==> src/rtl/ecc_pkg.sv <==
// rtl/ecc_pkg.sv - shared SECDED layout helpers for the encoder and decoder
package ecc_pkg;

  localparam int MAX_K = 120;
  localparam int MAX_N = 127;

  // Smallest m with 2**m >= m + k + 1.
  function automatic int calc_m(input int k);
    int m;
    m = 1;
    for (int i = 0; i < 8; i++) begin
      if ((1 << m) < m + k + 1) m = m + 1;
    end
    return m;
  endfunction

  function automatic logic is_pow2(input int p);
    return (p > 0) && ((p & (p - 1)) == 0);
  endfunction

  // Returns cw[n:1] in bits [n:1] and p0 in bit 0; bits above n are zero.
  function automatic logic [MAX_N:0] ecc_encode(input logic [MAX_K-1:0] d, input int k);
    logic [MAX_N:0] w;
    logic           par;
    int             m;
    int             n;
    int             di;
    m  = calc_m(k);
    n  = m + k;
    w  = '0;
    di = 0;
    // Data fills the non-power-of-2 positions in ascending order.
    for (int p = 1; p <= MAX_N; p++) begin
      if (p <= n && !is_pow2(p) && di < MAX_K) begin
        w[p] = d[di];
        di   = di + 1;
      end
    end
    // Parity at 2**i covers every position with index bit i set.
    for (int i = 0; i < 8; i++) begin
      if (i < m) begin
        par = 1'b0;
        for (int p = 1; p <= MAX_N; p++) begin
          if (p <= n && p[i]) par = par ^ w[p];
        end
        w[1 << i] = par;
      end
    end
    // Overall parity makes the whole word even.
    par = 1'b0;
    for (int p = 1; p <= MAX_N; p++) begin
      if (p <= n) par = par ^ w[p];
    end
    w[0] = par;
    return w;
  endfunction

endpackage

==> src/rtl/ecc_pipe_stage.sv <==
// rtl/ecc_pipe_stage.sv - valid/ready register slice with clock enable
module ecc_pipe_stage #(
  parameter int W = 8
) (
  input  logic         clk_i,
  input  logic         rst_ni,
  input  logic         clkena_i,
  input  logic [W-1:0] in_data,
  input  logic         in_valid,
  output logic         in_ready,
  output logic [W-1:0] out_data,
  output logic         out_valid,
  input  logic         out_ready
);

  // The slice accepts when empty or when its word leaves this cycle.
  assign in_ready = ~out_valid | out_ready;

  // Load a new word, or go empty, only when the slot is free and enabled.
  always_ff @(posedge clk_i or negedge rst_ni) begin
    if (!rst_ni) begin
      out_valid <= 1'b0;
      out_data  <= '0;
    end else if (clkena_i && in_ready) begin
      out_valid <= in_valid;
      if (in_valid) out_data <= in_data;
    end
  end

endmodule

==> src/rtl/ecc_enc_stream.sv <==
// rtl/ecc_enc_stream.sv - streaming SECDED encoder with error injection
module ecc_enc_stream
  import ecc_pkg::*;
#(
  parameter  int K       = 8,
  parameter  int LATENCY = 1,
  parameter  int P0_LSB  = 1,
  localparam int M       = calc_m(K),
  localparam int N       = M + K
) (
  input  logic         clk_i,
  input  logic         rst_ni,
  input  logic         clkena_i,
  input  logic [K-1:0] d_i,
  input  logic         d_valid_i,
  output logic         d_ready_o,
  output logic [N:0]   q_o,
  output logic         q_valid_o,
  input  logic         q_ready_i,
  input  logic         inj_arm_i,
  input  logic [N:0]   inj_mask_i,
  output logic         inj_pending_o,
  output logic         inj_done_o,
  output logic [31:0]  cw_cnt_o
);

  function automatic logic [N:0] encode_word(input logic [K-1:0] d);
    logic [MAX_K-1:0] dw;
    logic [MAX_N:0]   w;
    dw        = '0;
    dw[K-1:0] = d;
    w         = ecc_encode(dw, K);
    if (P0_LSB != 0) return w[N:0];
    else             return {w[0], w[N:1]};
  endfunction

  logic       ready_ok;
  logic       s1_in_ready;
  logic       accept;
  logic       inj_use;
  logic [N:0] inj_mask_q;
  logic [N:0] eff_mask;

  // Input ready stays low until the first edge after reset release.
  always_ff @(posedge clk_i or negedge rst_ni) begin
    if (!rst_ni) ready_ok <= 1'b0;
    else         ready_ok <= 1'b1;
  end

  assign d_ready_o = ready_ok & s1_in_ready;
  assign accept    = d_valid_i & d_ready_o & clkena_i;
  assign inj_use   = inj_arm_i | inj_pending_o;
  // A same-cycle arm overrides any older pending mask.
  assign eff_mask  = inj_arm_i ? inj_mask_i : (inj_pending_o ? inj_mask_q : '0);

  // Single-slot injection: arm latches a mask, the next accepted word consumes it.
  always_ff @(posedge clk_i or negedge rst_ni) begin
    if (!rst_ni) begin
      inj_pending_o <= 1'b0;
      inj_done_o    <= 1'b0;
      inj_mask_q    <= '0;
    end else if (clkena_i) begin
      if (accept && inj_use) begin
        inj_pending_o <= 1'b0;
        inj_done_o    <= 1'b1;
      end else begin
        inj_done_o <= 1'b0;
        if (inj_arm_i) begin
          inj_pending_o <= 1'b1;
          inj_mask_q    <= inj_mask_i;
        end
      end
    end
  end

  // Count delivered codewords, wrapping naturally at 32 bits.
  always_ff @(posedge clk_i or negedge rst_ni) begin
    if (!rst_ni)                                  cw_cnt_o <= '0;
    else if (clkena_i && q_valid_o && q_ready_i) cw_cnt_o <= cw_cnt_o + 32'd1;
  end

  generate
    if (LATENCY == 2) begin : g_lat2
      // Stage 1 carries the raw data plus the mask it was accepted with.
      logic [K+N:0] s1_in;
      logic [K+N:0] s1_data;
      logic         s1_valid;
      logic         s2_in_ready;
      logic [N:0]   s2_in;

      assign s1_in = {eff_mask, d_i};
      assign s2_in = encode_word(s1_data[K-1:0]) ^ s1_data[K+N:K];

      ecc_pipe_stage #(.W(K + N + 1)) u_s1 (
        .clk_i     (clk_i),
        .rst_ni    (rst_ni),
        .clkena_i  (clkena_i),
        .in_data   (s1_in),
        .in_valid  (d_valid_i & ready_ok),
        .in_ready  (s1_in_ready),
        .out_data  (s1_data),
        .out_valid (s1_valid),
        .out_ready (s2_in_ready)
      );

      ecc_pipe_stage #(.W(N + 1)) u_s2 (
        .clk_i     (clk_i),
        .rst_ni    (rst_ni),
        .clkena_i  (clkena_i),
        .in_data   (s2_in),
        .in_valid  (s1_valid),
        .in_ready  (s2_in_ready),
        .out_data  (q_o),
        .out_valid (q_valid_o),
        .out_ready (q_ready_i)
      );
    end else begin : g_lat1
      logic [N:0] s1_in;

      assign s1_in = encode_word(d_i) ^ eff_mask;

      ecc_pipe_stage #(.W(N + 1)) u_s1 (
        .clk_i     (clk_i),
        .rst_ni    (rst_ni),
        .clkena_i  (clkena_i),
        .in_data   (s1_in),
        .in_valid  (d_valid_i & ready_ok),
        .in_ready  (s1_in_ready),
        .out_data  (q_o),
        .out_valid (q_valid_o),
        .out_ready (q_ready_i)
      );
    end
  endgenerate

endmodule
==> config.mk <==
export PLATFORM = sky130hd
export DESIGN_NAME = ecc_enc_stream
export DESIGN_NICKNAME = d
export VERILOG_FILES = /design/src/rtl/ecc_pkg.sv /design/src/rtl/ecc_pipe_stage.sv /design/src/rtl/ecc_enc_stream.sv
export SDC_FILE = /design/constraint.sdc
export NUM_CORES = 1
export LEC_CHECK = 0
export ABC_AREA = 1
export CAP_MARGIN = 0
export CORE_MARGIN = 10
export CORE_UTILIZATION = 25
export CTS_CLUSTER_DIAMETER = 100
export CTS_CLUSTER_SIZE = 12
export DETAILED_ROUTE_END_ITERATION = 8
export PLACE_DENSITY_LB_ADDON = 0.05
export SLEW_MARGIN = 25
export SYNTH_ARGS = -nofsm -noshare
export SYNTH_HDL_FRONTEND = slang
export SYNTH_HIERARCHICAL = 1
export SYNTH_SLANG_ARGS = --single-unit
==> constraint.sdc <==
create_clock -name clk_i -period 3.8 [get_ports clk_i]
set_input_delay 0.76 -clock clk_i [delete_from_list [all_inputs] [get_ports clk_i]]
set_output_delay 0.76 -clock clk_i [all_outputs]
set_load 0.03 [all_outputs]
; Yosys cells after proc, flatten, opt, wreduce, memory -nomap -nowiden
; Cells that the tools add are included.
[op_classes]
muxes = 5
n_reduce_logical = 8
addsub = 1
n_bitwise = 34
[op_table]
columns = cell, count
row1 = "adder 32 x 1 -> 32 bit, second input constant", 1
row2 = two-way mux 13 bit, 2
row3 = bitwise XOR 1 bit, 25
row4 = bitwise XOR 13 bit, 1
row5 = bitwise AND 1 bit, 4
row6 = logical AND 1 bit, 4
row7 = AND reduction 2 bit, 2
row8 = two-way mux 1 bit, 3
row9 = AND reduction 3 bit, 1
row10 = inverter 1 bit, 2
row11 = OR 1 bit, 2
row12 = nonzero test 2 bit, 1
[word_totals]
regBits = 62
in_bits = 27
out_inout_bits = 49

; Logic depth before layout (Yosys ltp)
; Gate-level depths: netlist (run 1).
[depth]
depth_word = 16
mapped_depth = 12

; Cells and area by module
; The synthesis (run 1) kept the hierarchy.
[modules_own_cells]
columns = mod, cells_per_inst, area_each_um2, instances
row1 = ecc_enc_stream, 451, 3135.5, 1
row2 = ecc_pipe_stage, 63, 589.3, 1

; Worst setup path before layout (run 1)
; No wires, ideal clock.
[synth_timing]
path_type = in2out
start = input port q_ready_i
end = output port d_ready_o
path_stages = 5
n_path_buf = 1
t_required_ps = 3040
arrival_ps = 1341
slack_ps = 1699
path_cell_list = inv_1 nand2_2 buf_2 nand2_1 inv_1
[synth_between]
elab_chain_len = 2
[synth_lines]
columns = item, line
row1 = "start, declared", ecc_enc_stream.sv:19  ; input logic q_ready_i,
row2 = OR 1 bit, ecc_pipe_stage.sv:17  ; assign in_ready = ~out_valid | out_ready;
row3 = via s1_in_ready, ecc_enc_stream.sv:38  ; logic s1_in_ready;
row4 = bitwise AND 1 bit, ecc_enc_stream.sv:50  ; assign d_ready_o = ready_ok & s1_in_ready;
row5 = "end, declared", ecc_enc_stream.sv:16  ; output logic d_ready_o,
; The timed path passes the listed nets, and every way through them passes these cells.

; Worst setup path after layout (run 1)
; Ends and elaborated chain as after synthesis.

==> flow_metrics.tcl, run 1 <==
set metrics [dict create \
    outcome "completed" \
    final_nets 624 \
    hold_violations 0 \
    syn2layout_area_growth_pct 32.52 \
    crit_type "primary input to output pin" \
    syn-num-nets 542 \
    clkSlewWorstSetupHoldPaths_ps 50 \
    fin_crit_sh 0.7693 \
    fp.dieH_um 142.1 \
    ys_warn_count 6 \
    grt_pass1_vias 3461 \
    startpoint "q_ready_i" \
    grt.total_usage 0.1129 \
    fill_cells 1560 \
    drtIter0Drc 188 \
    crit_fanout 2 \
    required_ps 3040 \
    io_pins 76 \
    tns_ps 0 \
    vias_per_cell 4.328 \
    synth_area_leaders "dfrtp_1 42%, nand2_1 20%, inv_1 6.3%" \
    whs_path_depth 2 \
    timing.rr.start "g_lat1.u_s1/out_valid$_DFFE_PN0P_" \
    post-route-min-period_ps 2923 \
    placed_area_um2 4686 \
    hpwl_um 8648 \
    rsz0062_at_grt "false" \
    gp_congestion 0.8035 \
    synth_top_area_frac 0.4165 \
    synthCells 514 \
    drive_gt1_frac 0.06833 \
    wl_per_cell_um 14.13 \
    grt_pass1_wl_um 17840 \
    syn_avg_cell_area_um2 7.247 \
    seq_area_frac_synth 0.4165 \
    start_util 0.2553 \
    synth_area_leader_cell "dfrtp_1" \
    synth.distinct_cells 31 \
    ir_drop_uv 188.7 \
    synth-seq-cells 62 \
    cts_made_buffers 9 \
    crit_arrival_ps 2160 \
    synth_area_um2 3725 \
    critPathLaunchType "primary input" \
    cts_resized 0 \
    wirelength_um 11080 \
    vias 3393 \
    gr-total-overflow 0 \
    final_max_slew_viol_count 0 \
    fin_area_um2 4936 \
    rows 44 \
    clock_latency_ps 340 \
    antenna_cells 0 \
    cts.sinks 62 \
    ctsHoldBuffers 0 \
    endpoint_kind "output pin" \
    hp-start "g_lat1.u_s1/out_data[7]$_DFFE_PN0P_" \
    remaining_drc_errors 0 \
    first_pass_iters 4 \
    cts_tree "done" \
    reg2reg_depth 7 \
    antenna_found_initial 0 \
    core_area_um2 14590 \
    relSlewSlack 0.4485 \
    grt_max_degree 63 \
    dieArea_um2 20180 \
    power_density_nw_per_um2 408.8 \
    cts_buffer_depth 2 \
    htreeDepth 3 \
    min_path_type "flop to flop" \
    cts_setup_buffers 0 \
    clock_skew_ps 6.808 \
    die_w_um 142.1 \
    p_leak_nw 2.327 \
    maxCapViolCount 0 \
    finalSetupViolations 0 \
    portBuffers 75 \
    cts_root_buffer "clkbuf_16" \
    worst_pin_slew_ps 827.2 \
    drtAntennaViolNets 0 \
    timing.fmax_mhz 342.1 \
]
cells by family after synthesis:
family                   synth area share
AND/OR/NAND/NOR                    0.3856
buffers and inverters             0.08095
flip-flops                         0.4165
XOR/XNOR                          0.06819
AO/OA/AOI/OAI                     0.04434
adder cells (fa/ha/maj)          0.003359
other                            0.001007
cells in the mapped netlist:
master / count
nor2_1: 45
nand3b_1: 3
nor4_1: 1
buf_6: 1
xor2_1: 23
inv_2: 1
nand3_2: 3
nand3_1: 17
buf_2: 6
a22oi_1: 10
dfrtp_1: 62
nor2_2: 5
conb_1: 1
nor2_4: 5
inv_1: 63
ha_1: 1
inv_6: 1
nand2_4: 1
o21ai_0: 16
nand2_2: 2
xnor2_1: 6
or2_2: 2
and2_1: 2
nor3_1: 2
buf_4: 1
nor3_2: 1
nand3_4: 3
o21ai_1: 2
nand2_1: 202
nand4_1: 25
clkbuf_1: 1
layout by cell type (no fill, tap or decap), drive strengths merged:
cell,n
o21ai,18
nand3,23
dfrtp,62
clkdlybuf4s50,74
nor3,3
nand4,25
nor2,55
xnor2,6
inv,65
xor2,23
nor4,1
nand3b,3
conb,1
buf,6
ha,1
clkbuf,13
nand2,205
and2,2
a22oi,10
clkinv,2
or2,2
through the flow:
| stage | hold WS [ps] | worst slack, ps | total power [mW] | utilization | cells |
|---|---|---|---|---|---|
| 2_1_floorplan | 453.4 | 1699 | 1.082 | - | 514 |
| 5_1_grt | 497.8 | 813.6 | 2.141 | 0.3383 | 784 |
| 6_report | 468.4 | 876.8 | 2.018 | 0.3383 | 784 |
| 3_3_place_gp | 461.3 | 865.6 | 1.315 | 0.3212 | 769 |
| 4_1_cts | 476.1 | 859.9 | 2.066 | 0.3383 | 784 |
| 3_5_place_dp | 462.9 | 864.4 | 1.316 | 0.3212 | 769 |
sequential cells by signal (all words and copies together), names as in the netlist:
signal,cells
ready_ok,1
g_lat1.u_s1/out_data,13
inj_pending_o,1
inj_done_o,1
cw_cnt_o,32
inj_mask_q,13
g_lat1.u_s1/out_valid,1
critical path, stage by stage:
cell and delay [ps]:
clkdlybuf4s50_1 530, inv_1 70, nand2_2 60, nand2_1 50, inv_1 40, clkdlybuf4s50_1 660
metal layers:
metal,track usage,share of wire,wire length [um],vias to the layer above
met1,0.1270,0.43,4785,1548
met5,0,0,0,-
met4,0.03658,0.014,159,0
met2,0.1919,0.49,5482,66
met3,0.04306,0.059,653,11
li1,-,-,-,1768
cell type report:
class,count,area [um^2],share of cell area
flip-flops and latches,62,1551,0.3143
repair buffers,80,783.3,0.1587
clock buffers,13,240.2,0.04867
multi-input cells,378,1872,0.3792
well taps,184,230.2,0.04664
inverters,65,249.0,0.05044
clock inverters,2,10.01,0.002028
final timing paths:
path / to / slack [ps]
max: d_ready_o / 880
min: g_lat1.u_s1/out_data[7]$_DFFE_PN0P_ / 470
max reg2reg: inj_pending_o$_DFFE_PN0P_ / 1960
min reg2reg: g_lat1.u_s1/out_data[7]$_DFFE_PN0P_ / 470
max in group asynchronous: g_lat1.u_s1/out_data[3]$_DFFE_PN0P_ / 2650
min in group asynchronous: cw_cnt_o[7]$_DFFE_PN0P_ / 610
power breakdown:
group | switching, mW | internal [mW]
logic | 0.294 | 0.195
registers | 0.0636 | 0.739
clock network | 0.290 | 0.436
Power figures use the tool's default switching activity.
==> run 2: changes to the inputs <==
==> constraint.sdc (replaced) <==
create_clock -name clk_i -period 2.4 [get_ports clk_i]
set_input_delay 0.48 -clock clk_i [delete_from_list [all_inputs] [get_ports clk_i]]
set_output_delay 0.48 -clock clk_i [all_outputs]
set_load 0.03 [all_outputs]
==> run 2 against run 1 <==
  * Cell count rose by 0.51%
  * Die area is the same
  * Flip-flop and latch count did not move
  * Highest routed layer unchanged
  * Critical path type is now flop to output pin
  * Register-to-register slack lost 1300 ps
  * Sequential share of layout area fell by 0.62 points
  * Routed wire length grew 3.9%
  * Total power rose by 72%
  * Final area rose by 2.0%
  * First-iteration DRC count fell by 28%
==> flow_metrics.tcl, run 2 (synthesis gave the netlist of run 1 again) <==
set metrics [dict create \
    grt_pass1_wl_um 18750 \
    grt_max_degree 63 \
    critPathLaunchType "flop" \
    gr-total-overflow 0 \
    antenna_found_initial 0 \
    first_pass_iters 5 \
    required_ps 1920 \
    final_max_slew_viol_count 0 \
    wirelength_um 11510 \
    cts_buffer_depth 2 \
    hold_violations 0 \
    cts_made_buffers 9 \
    post-route-min-period_ps 2051 \
    clock_latency_ps 330 \
    syn2layout_area_growth_pct 35.17 \
    largest_reg_flops 32 \
    fin_cells 788 \
    cp_num_buf_inv 1 \
    vias_per_cell 4.392 \
    rows 44 \
    io_pins 76 \
    gp_congestion 0.8339 \
    path_cells "clkdlybuf4s50_1" \
    wl_per_cell_um 14.61 \
    layout.cells.most_common_list "202 x nand2_1, 73 x clkdlybuf4s50_1, 63 x inv_1" \
    worst_pin_slew_ps 543.8 \
    grt.total_usage 0.1176 \
    cts_resized 0 \
    power_density_nw_per_um2 687.6 \
    outcome "completed" \
    cts_root_buffer "clkbuf_16" \
    crit_type "flop to output pin" \
    drive_gt1_frac 0.07947 \
    cts_tree "done" \
    finalSetupViolations 0 \
    htreeDepth 3 \
    cpLargestDelayFamily "buffers and inverters" \
    ir_drop_uv 303.3 \
    clock_skew_ps 6.892 \
    pre_cts_ws_ps 227.6 \
    min_path_type "primary input to asynchronous set/reset pin" \
    crit_fanout 4 \
    cpPeakStageDelay_ps 740 \
    remaining_drc_errors 0 \
    cts_setup_buffers 0 \
    clkSlewWorstSetupHoldPaths_ps 60 \
    p_leak_nw 2.380 \
    ctsHoldBuffers 0 \
    start_util 0.2553 \
    largest-register "cw_cnt_o" \
    portBuffers 75 \
    critPathSlowestCell "clkdlybuf4s50_1" \
    fin_crit_sh 0.8546 \
    tns_ps 0 \
    timing.fmax_mhz 487.6 \
    rsz0062_at_grt "false" \
    cts.sinks 62 \
    drtAntennaViolNets 0 \
    worst_slack_ps 349.1 \
    die_w_um 142.1 \
    final_common_cell "nand2_1" \
    endpoint_kind "output pin" \
    core_area_um2 14590 \
    dieArea_um2 20180 \
    fp.dieH_um 142.1 \
    drtIter0Drc 136 \
    maxCapViolCount 0 \
    relSlewSlack 0.6341 \
    crit_arrival_ps 1570 \
    grt_pass1_vias 3589 \
    vias 3461 \
    antenna_cells 0 \
    numPlacedInstances 772 \
    final_nets 627 \
    hpwl_um 9022 \
    top_regs "cw_cnt_o (32), g_lat1.u_s1/out_data (13), inj_mask_q (13)" \
]
==> run 2: cell types whose count changed in the layout (fill, tap and decap cells not counted) <==
cell | previous run | this run
clkdlybuf4s50_1 | 74 | 73
bufinv_16 | 0 | 2
buf_12 | 0 | 1
clkbuf_8 | 0 | 1
clkbuf_1 | 4 | 2
buf_4 | 5 | 8
==> run 2: path summary, 6_finish.rpt <==
kind,from,to,slack [ps],cells after the start
min in group clk_i,g_lat1.u_s1/out_data[3]$_DFFE_PN0P_,g_lat1.u_s1/out_data[3]$_DFFE_PN0P_,470,2
setup / recovery,g_lat1.u_s1/out_valid$_DFFE_PN0P_,q_valid_o,350,1
hold / removal,rst_ni,cw_cnt_o[5]$_DFFE_PN0P_,160,2
hold reg to reg,g_lat1.u_s1/out_data[3]$_DFFE_PN0P_,g_lat1.u_s1/out_data[3]$_DFFE_PN0P_,470,2
max in group asynchronous,rst_ni,g_lat1.u_s1/out_data[11]$_DFFE_PN0P_,1950,2
setup reg to reg,cw_cnt_o[0]$_DFFE_PN0P_,cw_cnt_o[24]$_DFFE_PN0P_,690,8
==> run 2: stage by stage <==
stage / total power, mW / instance area, um^2 / hold slack, ps / util
global route: 3.652 / 5035 / 188.2 / 0.3451
finish: 3.462 / 5035 / 163.4 / 0.3451
global placement: 2.092 / 4718 / 460.9 / 0.3234
CTS: 3.538 / 5035 / 168.5 / 0.3451
detailed placement: 2.095 / 4718 / 464.0 / 0.3234
floorplan: 1.714 / 3725 / 184.4 / -
==> run 2: final cells by class <==
cell class / count / area (um^2)
Fill cell: 1568 / 9554
Multi-Input combinational cell: 378 / 1872
Sequential cell: 62 / 1551
Timing Repair Buffer: 83 / 815.8
Inverter: 65 / 249.0
Clock buffer: 12 / 246.5
Tap cell: 184 / 230.2
Clock inverter: 4 / 70.07
==> run 2: layer usage <==
| metal | wire length, um | vias up | GRT usage |
|---|---|---|---|
| met5 | 0 | - | 0 |
| met4 | 172 | 0 | 0.03712 |
| met3 | 753 | 10 | 0.04039 |
| met2 | 5865 | 83 | 0.2089 |
| met1 | 4722 | 1592 | 0.1280 |
| li1 | - | 1776 | - |
==> run 2: where the power goes <==
| part | switching (mW) | total, mW | internal [mW] |
|---|---|---|---|
| sequential | 0.0999 | 1.27 | 1.17 |
| combinational | 0.472 | 0.788 | 0.315 |
| clock | 0.472 | 1.41 | 0.934 |
